--- src/rtl/uart_pkg.sv ---
`timescale 1ns/1ps
// Shared state encoding, default bit period and the 2-of-3 vote used by the UART receiver.
package uart_pkg;

  localparam int DEFAULT_CLKS_PER_BIT = 50;

  typedef enum logic [2:0] {
    IDLE,
    START,
    DATA,
    PARITY,
    STOP,
    BREAK
  } rx_state_t;

  function automatic logic majority3(input logic a, input logic b, input logic c);
    return (a & b) | (a & c) | (b & c);
  endfunction

endpackage

--- src/rtl/rx_sync.sv ---
`timescale 1ns/1ps
// Two-flop synchroniser, one chain per bit, reset to the idle-high line level.
module rx_sync #(
  parameter int WIDTH = 1
) (
  input  logic             clk,
  input  logic             reset_n,
  input  logic [WIDTH-1:0] d,
  output logic [WIDTH-1:0] q
);

  genvar gi;
  generate
    for (gi = 0; gi < WIDTH; gi++) begin : g_bit
      logic meta_reg;
      logic sync_reg;

      always_ff @(posedge clk or negedge reset_n) begin
        if (!reset_n) begin
          meta_reg <= 1'b1;
          sync_reg <= 1'b1;
        end else begin
          meta_reg <= d[gi];
          sync_reg <= meta_reg;
        end
      end

      assign q[gi] = sync_reg;
    end
  endgenerate

endmodule

--- src/rtl/uart_rx_deframer.sv ---
`timescale 1ns/1ps
// UART 8-bit receiver: start validation, 3-sample majority, framing/break detection.
// Optional parity check compiled in with `define UART_RX_PARITY_EN.
module uart_rx_deframer
  import uart_pkg::*;
#(
  parameter int CLKS_PER_BIT = DEFAULT_CLKS_PER_BIT,
  parameter bit PARITY_ODD   = 1'b0
) (
  input  logic       clk,
  input  logic       reset_n,
  input  logic       rx,
  output logic       rxReady,
  output logic [7:0] rxData,
  output logic       rxBusy,
  output logic       frameError,
  output logic       breakDetect,
  output logic       parityError
);

  localparam int CW = $clog2(CLKS_PER_BIT);
  localparam int M  = CLKS_PER_BIT / 2;
  localparam logic [CW-1:0] CNT_LAST  = CW'(CLKS_PER_BIT - 1);
  localparam logic [CW-1:0] CNT_SMP0  = CW'(M - 1);
  localparam logic [CW-1:0] CNT_SMP1  = CW'(M);
  localparam logic [CW-1:0] CNT_DEC   = CW'(M + 1);

  logic rx_s;

  rx_sync #(
    .WIDTH(1)
  ) u_sync (
    .clk    (clk),
    .reset_n(reset_n),
    .d      (rx),
    .q      (rx_s)
  );

  rx_state_t     state_reg, state_next;
  logic [CW-1:0] cnt_reg, cnt_next;
  logic [2:0]    idx_reg, idx_next;
  logic [1:0]    samp_reg, samp_next;
  logic [7:0]    shreg_reg, shreg_next;
  logic [7:0]    data_reg, data_next;
  logic          ready_reg, ready_next;
  logic          ferr_reg, ferr_next;
  logic          brk_reg, brk_next;

  logic bit_end;
  logic at_decide;
  logic maj;

  assign bit_end   = (cnt_reg == CNT_LAST);
  assign at_decide = (cnt_reg == CNT_DEC);
  // Third vote is the live sample, so every decision lands on cnt == M+1.
  assign maj       = majority3(samp_reg[0], samp_reg[1], rx_s);

`ifdef UART_RX_PARITY_EN
  logic par_bit_reg, par_bit_next;
  logic perr_reg, perr_next;
  logic parity_bad;

  assign parity_bad = (((^shreg_reg) ^ par_bit_reg) != PARITY_ODD);
`endif

  always_comb begin
    state_next = state_reg;
    cnt_next   = bit_end ? '0 : cnt_reg + 1'b1;
    idx_next   = idx_reg;
    samp_next  = samp_reg;
    shreg_next = shreg_reg;
    data_next  = data_reg;
    ready_next = 1'b0;
    ferr_next  = 1'b0;
    brk_next   = brk_reg;
`ifdef UART_RX_PARITY_EN
    par_bit_next = par_bit_reg;
    perr_next    = 1'b0;
`endif

    if (cnt_reg == CNT_SMP0) samp_next[0] = rx_s;
    if (cnt_reg == CNT_SMP1) samp_next[1] = rx_s;

    case (state_reg)
      IDLE: begin
        cnt_next = '0;
        if (!rx_s) state_next = START;
      end

      START: begin
        if (at_decide && maj) begin
          state_next = IDLE;
          cnt_next   = '0;
        end else if (bit_end) begin
          state_next = DATA;
          idx_next   = 3'd0;
        end
      end

      DATA: begin
        if (at_decide) shreg_next = {maj, shreg_reg[7:1]};
        if (bit_end) begin
          if (idx_reg == 3'd7) begin
`ifdef UART_RX_PARITY_EN
            state_next = PARITY;
`else
            state_next = STOP;
`endif
          end else begin
            idx_next = idx_reg + 3'd1;
          end
        end
      end

`ifdef UART_RX_PARITY_EN
      PARITY: begin
        if (at_decide) par_bit_next = maj;
        if (bit_end) state_next = STOP;
      end
`endif

      // Decide half a bit early so a back-to-back start edge is caught from IDLE.
      STOP: begin
        if (at_decide) begin
          cnt_next = '0;
          if (maj) begin
            state_next = IDLE;
`ifdef UART_RX_PARITY_EN
            if (parity_bad) begin
              perr_next = 1'b1;
            end else begin
              data_next  = shreg_reg;
              ready_next = 1'b1;
            end
`else
            data_next  = shreg_reg;
            ready_next = 1'b1;
`endif
          end else begin
            ferr_next = 1'b1;
            if (shreg_reg == 8'h00) begin
              brk_next   = 1'b1;
              state_next = BREAK;
            end else begin
              state_next = IDLE;
            end
          end
        end
      end

      BREAK: begin
        cnt_next = '0;
        if (rx_s) begin
          brk_next   = 1'b0;
          state_next = IDLE;
        end
      end

      default: begin
        state_next = IDLE;
        cnt_next   = '0;
      end
    endcase
  end

  always_ff @(posedge clk or negedge reset_n) begin
    if (!reset_n) begin
      state_reg <= IDLE;
      cnt_reg   <= '0;
      idx_reg   <= '0;
      samp_reg  <= '0;
      shreg_reg <= '0;
      data_reg  <= '0;
      ready_reg <= 1'b0;
      ferr_reg  <= 1'b0;
      brk_reg   <= 1'b0;
    end else begin
      state_reg <= state_next;
      cnt_reg   <= cnt_next;
      idx_reg   <= idx_next;
      samp_reg  <= samp_next;
      shreg_reg <= shreg_next;
      data_reg  <= data_next;
      ready_reg <= ready_next;
      ferr_reg  <= ferr_next;
      brk_reg   <= brk_next;
    end
  end

`ifdef UART_RX_PARITY_EN
  always_ff @(posedge clk or negedge reset_n) begin
    if (!reset_n) begin
      par_bit_reg <= 1'b0;
      perr_reg    <= 1'b0;
    end else begin
      par_bit_reg <= par_bit_next;
      perr_reg    <= perr_next;
    end
  end

  assign parityError = perr_reg;
`else
  logic unused_parity_odd;

  assign unused_parity_odd = PARITY_ODD;
  assign parityError       = 1'b0;
`endif

  assign rxReady     = ready_reg;
  assign rxData      = data_reg;
  assign rxBusy      = (state_reg != IDLE);
  assign frameError  = ferr_reg;
  assign breakDetect = brk_reg;

endmodule

--- config.mk ---
export PLATFORM = sky130hd
export DESIGN_NAME = uart_rx_deframer
export DESIGN_NICKNAME = d
export VERILOG_FILES = /design/src/rtl/uart_pkg.sv /design/src/rtl/rx_sync.sv /design/src/rtl/uart_rx_deframer.sv
export SDC_FILE = /design/constraint.sdc
export NUM_CORES = 1
export LEC_CHECK = 0
export CAP_MARGIN = 20
export CORE_ASPECT_RATIO = 1.75
export CORE_MARGIN = 10
export CORE_UTILIZATION = 60
export CTS_CLUSTER_DIAMETER = 200
export DETAILED_ROUTE_END_ITERATION = 12
export PLACE_DENSITY = 0.88
export SLEW_MARGIN = 0
export SYNTH_ARGS = -nofsm -noshare
export SYNTH_HDL_FRONTEND = slang
export SYNTH_HIERARCHICAL = 1
export SYNTH_SLANG_ARGS = --single-unit
--- constraint.sdc ---
create_clock -name clk -period 4.85 [get_ports clk]
set_input_delay 0.97 -clock clk [delete_from_list [all_inputs] [get_ports clk]]
set_output_delay 0.97 -clock clk [all_outputs]
set_load 0.1 [all_outputs]
==> insert_results.sql <==
INSERT INTO impl_metrics (metric_group, metric, value, unit) VALUES
('clock_tree', 'insertion_delay', '0.28', 'ns'),
('synth', 'largest_family_of_logic_cells_by_synthesized_area', 'simple AND/OR/NAND/NOR gates', ''),
('grt', 'track_usage', '12.9', '%'),
('synth', 'syn_area', '0.00165', 'mm²'),
('cells_and_area', 'n_antenna_cell', '0', ''),
('worst_setup_path', 'crit_arrival', '2.14', 'ns'),
('power', 'leakagePower', '0.900', 'nW'),
('power', 'cellPowerDensity', '404', 'mW/mm²'),
('grt', 'grt_start_max_net_pins', '36', ''),
('synth', 'yosys.area_share.xor_xnor', '2.12', '%'),
('clock_tree', 'cts.sink_count', '35', ''),
('clock_tree', 'cts_made_buffers', '5', ''),
('synth', 'cell_type_with_the_largest_total_area_after_synthesis', 'dfrtp_1', ''),
('sta', 'finalSetupViolations', '0', ''),
('floorplan', 'die_width', '59.6', 'µm'),
('synth', 'synthesis.instances', '131', ''),
('clock_tree', 'clk_pin_slew', '0.06', 'ns'),
('sta', 'actual_slew_at_the_worst_max_slew_pin', '0.986', 'ns'),
('placed_design', 'placement.io_buffers', '14', ''),
('floorplan', 'core.rowCount', '25', ''),
('synth', 'synth_edf_count', '0', ''),
('power', 'netSwitchingPower', '249', 'µW'),
('power', 'design_power_total', '776', 'µW'),
('clock_tree', 'cts_max_level', '2', ''),
('clock_tree', 'cts_tree', 'done', ''),
('floorplan', 'floorplan.die.height', '89.4', 'µm'),
('outcome', 'status', 'complete, no violations', ''),
('grt', 'antenna_found_initial', '0', ''),
('synth', 'synthMostInstantiatedCell', 'dfrtp_1', ''),
('route', 'drt_drc_violations_left', '0', ''),
('synth', 'largest_cells_by_area_after_synthesis', 'dfrtp_1 50%, mux2_2 12%, ha_1 4.5%', ''),
('floorplan', 'dieArea', '0.00533', 'mm²'),
('sta', 'finalHoldViolations', '0', ''),
('synth', 'yosys.area_share.adder', '5.23', '%'),
('power', 'power.share.switching', '32.1', '%'),
('worst_setup_path', 'worstPathMaxFanout', '8', ''),
('floorplan', 'core', '0.00266', 'mm²'),
('power', 'irDropWorstVdd', '0.323', 'mV'),
('placed_design', 'dpl_hpwl', '2260', 'µm'),
('power', 'comb_power_share', '23.5', '%'),
('synth', 'synthesis.yosys.warnings', '6', ''),
('route', 'drt-pass1-iter-count', '4', ''),
('route', 'vias_per_cell', '6.09', ''),
('route', 'final_antenna_net_count', '0', ''),
('route', 'postRouteWirelength', '3130', 'µm'),
('synth', 'fraction_of_the_mapped_netlist_area_in_compound_gates', '9.02', '%'),
('route', 'routed.top_layer', 'met4', ''),
('sta', 'slew_headroom', '34.1', '%'),
('cells_and_area', 'area.growth.synth_to_final', '16.3', '%'),
('worst_setup_path', 'type_of_destination_of_the_critical_path', 'primary output', ''),
('sta', 'finalClockSkew', '0.00609', 'ns'),
('synth', 'synth.top_cells.by_count', '33 x dfrtp_1, 18 x mux2_2, 11 x nor2_1', ''),
('synth', 'synth.area.mux_share', '13.2', '%'),
('route', 'wl_met2', '1720', 'µm'),
('synth', 'dominantRegCellSynth', 'dfrtp_1', ''),
('synth', 'synthesized_area_per_cell', '12.6', 'µm²'),
('placed_design', 'place_congestion', '0.842', ''),
('synth', 'synth.lib_cells_used.distinct', '44', ''),
('run', 'maxCapViolations', '0', ''),
('sta', 'finalCritPeriodShare', '64.1', '%'),
('worst_setup_path', 'cp-start-kind', 'flop', ''),
('synth', 'synthSimpleGateAreaFrac', '15.1', '%'),
('clock_tree', 'hold_buffer_count_at_cts', '0', ''),
('clock_tree', 'clock_tree.root_cell', 'clkbuf_8', ''),
('clock_tree', 'clock_tree.buffer_depth', '2', ''),
('synth', 'synth.yosys.seq_area_share', '53.2', '%'),
('power', 'power_report.internal_total', '527', 'µW'),
('sta', 'fin_tns_setup', '0', 'ns'),
('cells_and_area', 'final_nets', '160', ''),
('grt', 'first_global_vias', '1177', ''),
('sta', 'fmaxAchievable', '322', 'MHz');
[per-stage QoR]
stage,instance area [µm²],utilization [%],worst slack [ns],cells
after floorplan,1650,-,2.70,131
after global placement,1820,68.4,2.12,171
after detailed placement,1820,68.4,2.06,171
after CTS,1920,72.2,1.74,179
after global routing,1920,72.2,1.66,179
final,1920,72.2,1.74,179
[final timing paths]
| check | start | endpoint | slack [ns] | depth (start not counted) |
|---|---|---|---|---|
| max | state_reg[0] | rxBusy | 1.74 | 3 |
| min | u_sync/g_bit[0].meta_reg | u_sync/q | 0.36 | 0 |
| max reg2reg | u_sync/q | cnt_reg[2] | 2.92 | 4 |
| min reg2reg | u_sync/g_bit[0].meta_reg | u_sync/q | 0.36 | 0 |
| max in group asynchronous | reset_n | u_sync/q | 3.42 | 2 |
| min in group asynchronous | reset_n | cnt_reg[4] | 1.09 | 2 |
[cell families (layout without fill, tap and decap cells)]
kind of cell / after synthesis / count (layout)
simple gates: 41 / 41
flops: 35 / 35
mux: 19 / 19
compound gates: 17 / 17
fa+ha+maj: 7 / 7
buf+inv: 7 / 28
xor+xnor: 4 / 4
other cells: 1 / 1
[metal layers]
| layer | global-route usage (%) | vias to the layer above |
|---|---|---|
| met3 | 4.98 | 9 |
| met5 | 0 | - |
| met2 | 22.7 | 30 |
| met1 | 12.0 | 549 |
| li1 | - | 502 |
| met4 | 7.99 | 0 |
[cell usage in the layout (no fill, tap or decap), types with 2 or more instances in the layout]
cell and count:
nand3_1 3, xor2_1 2, mux2_2 18, nand3b_1 2, xnor2_1 2, dfrtp_1 33
a22o_1 3, inv_1 5, ha_1 6, dfstp_2 2, and2_1 2, a31oi_1 2
nor3b_1 2, nor3_1 2, or3b_1 2, nor2_1 11, clkdlybuf4s50_1 14, or4_1 2
nand2_1 5, nor2b_1 2, clkbuf_8 7
[worst max-delay path: stages, from the launching register on]
cell and delay (ns):
dfrtp_1 0.51, nor2_1 0.11, nand2_1 0.09, clkdlybuf4s50_1 1.13
[cell type report]
cell class	count	area (µm²)
Sequential cell	35	878
Multi-Input combinational cell	89	741
Fill cell	170	739
Timing Repair Buffer	15	148
Clock buffer	8	100
Tap cell	27	33.8
Inverter	5	18.8
[power by group through the flow]
stage | sequential (mW) | combinational, mW | clock [mW]
after detailed placement | 0.369 | 0.182 | 0
final | 0.366 | 0.182 | 0.227
after floorplan | 0.358 | 0.147 | 0
after global routing | 0.372 | 0.198 | 0.247
after CTS | 0.366 | 0.185 | 0.232
after global placement | 0.365 | 0.175 | 0
Power figures use the tool's default switching activity.
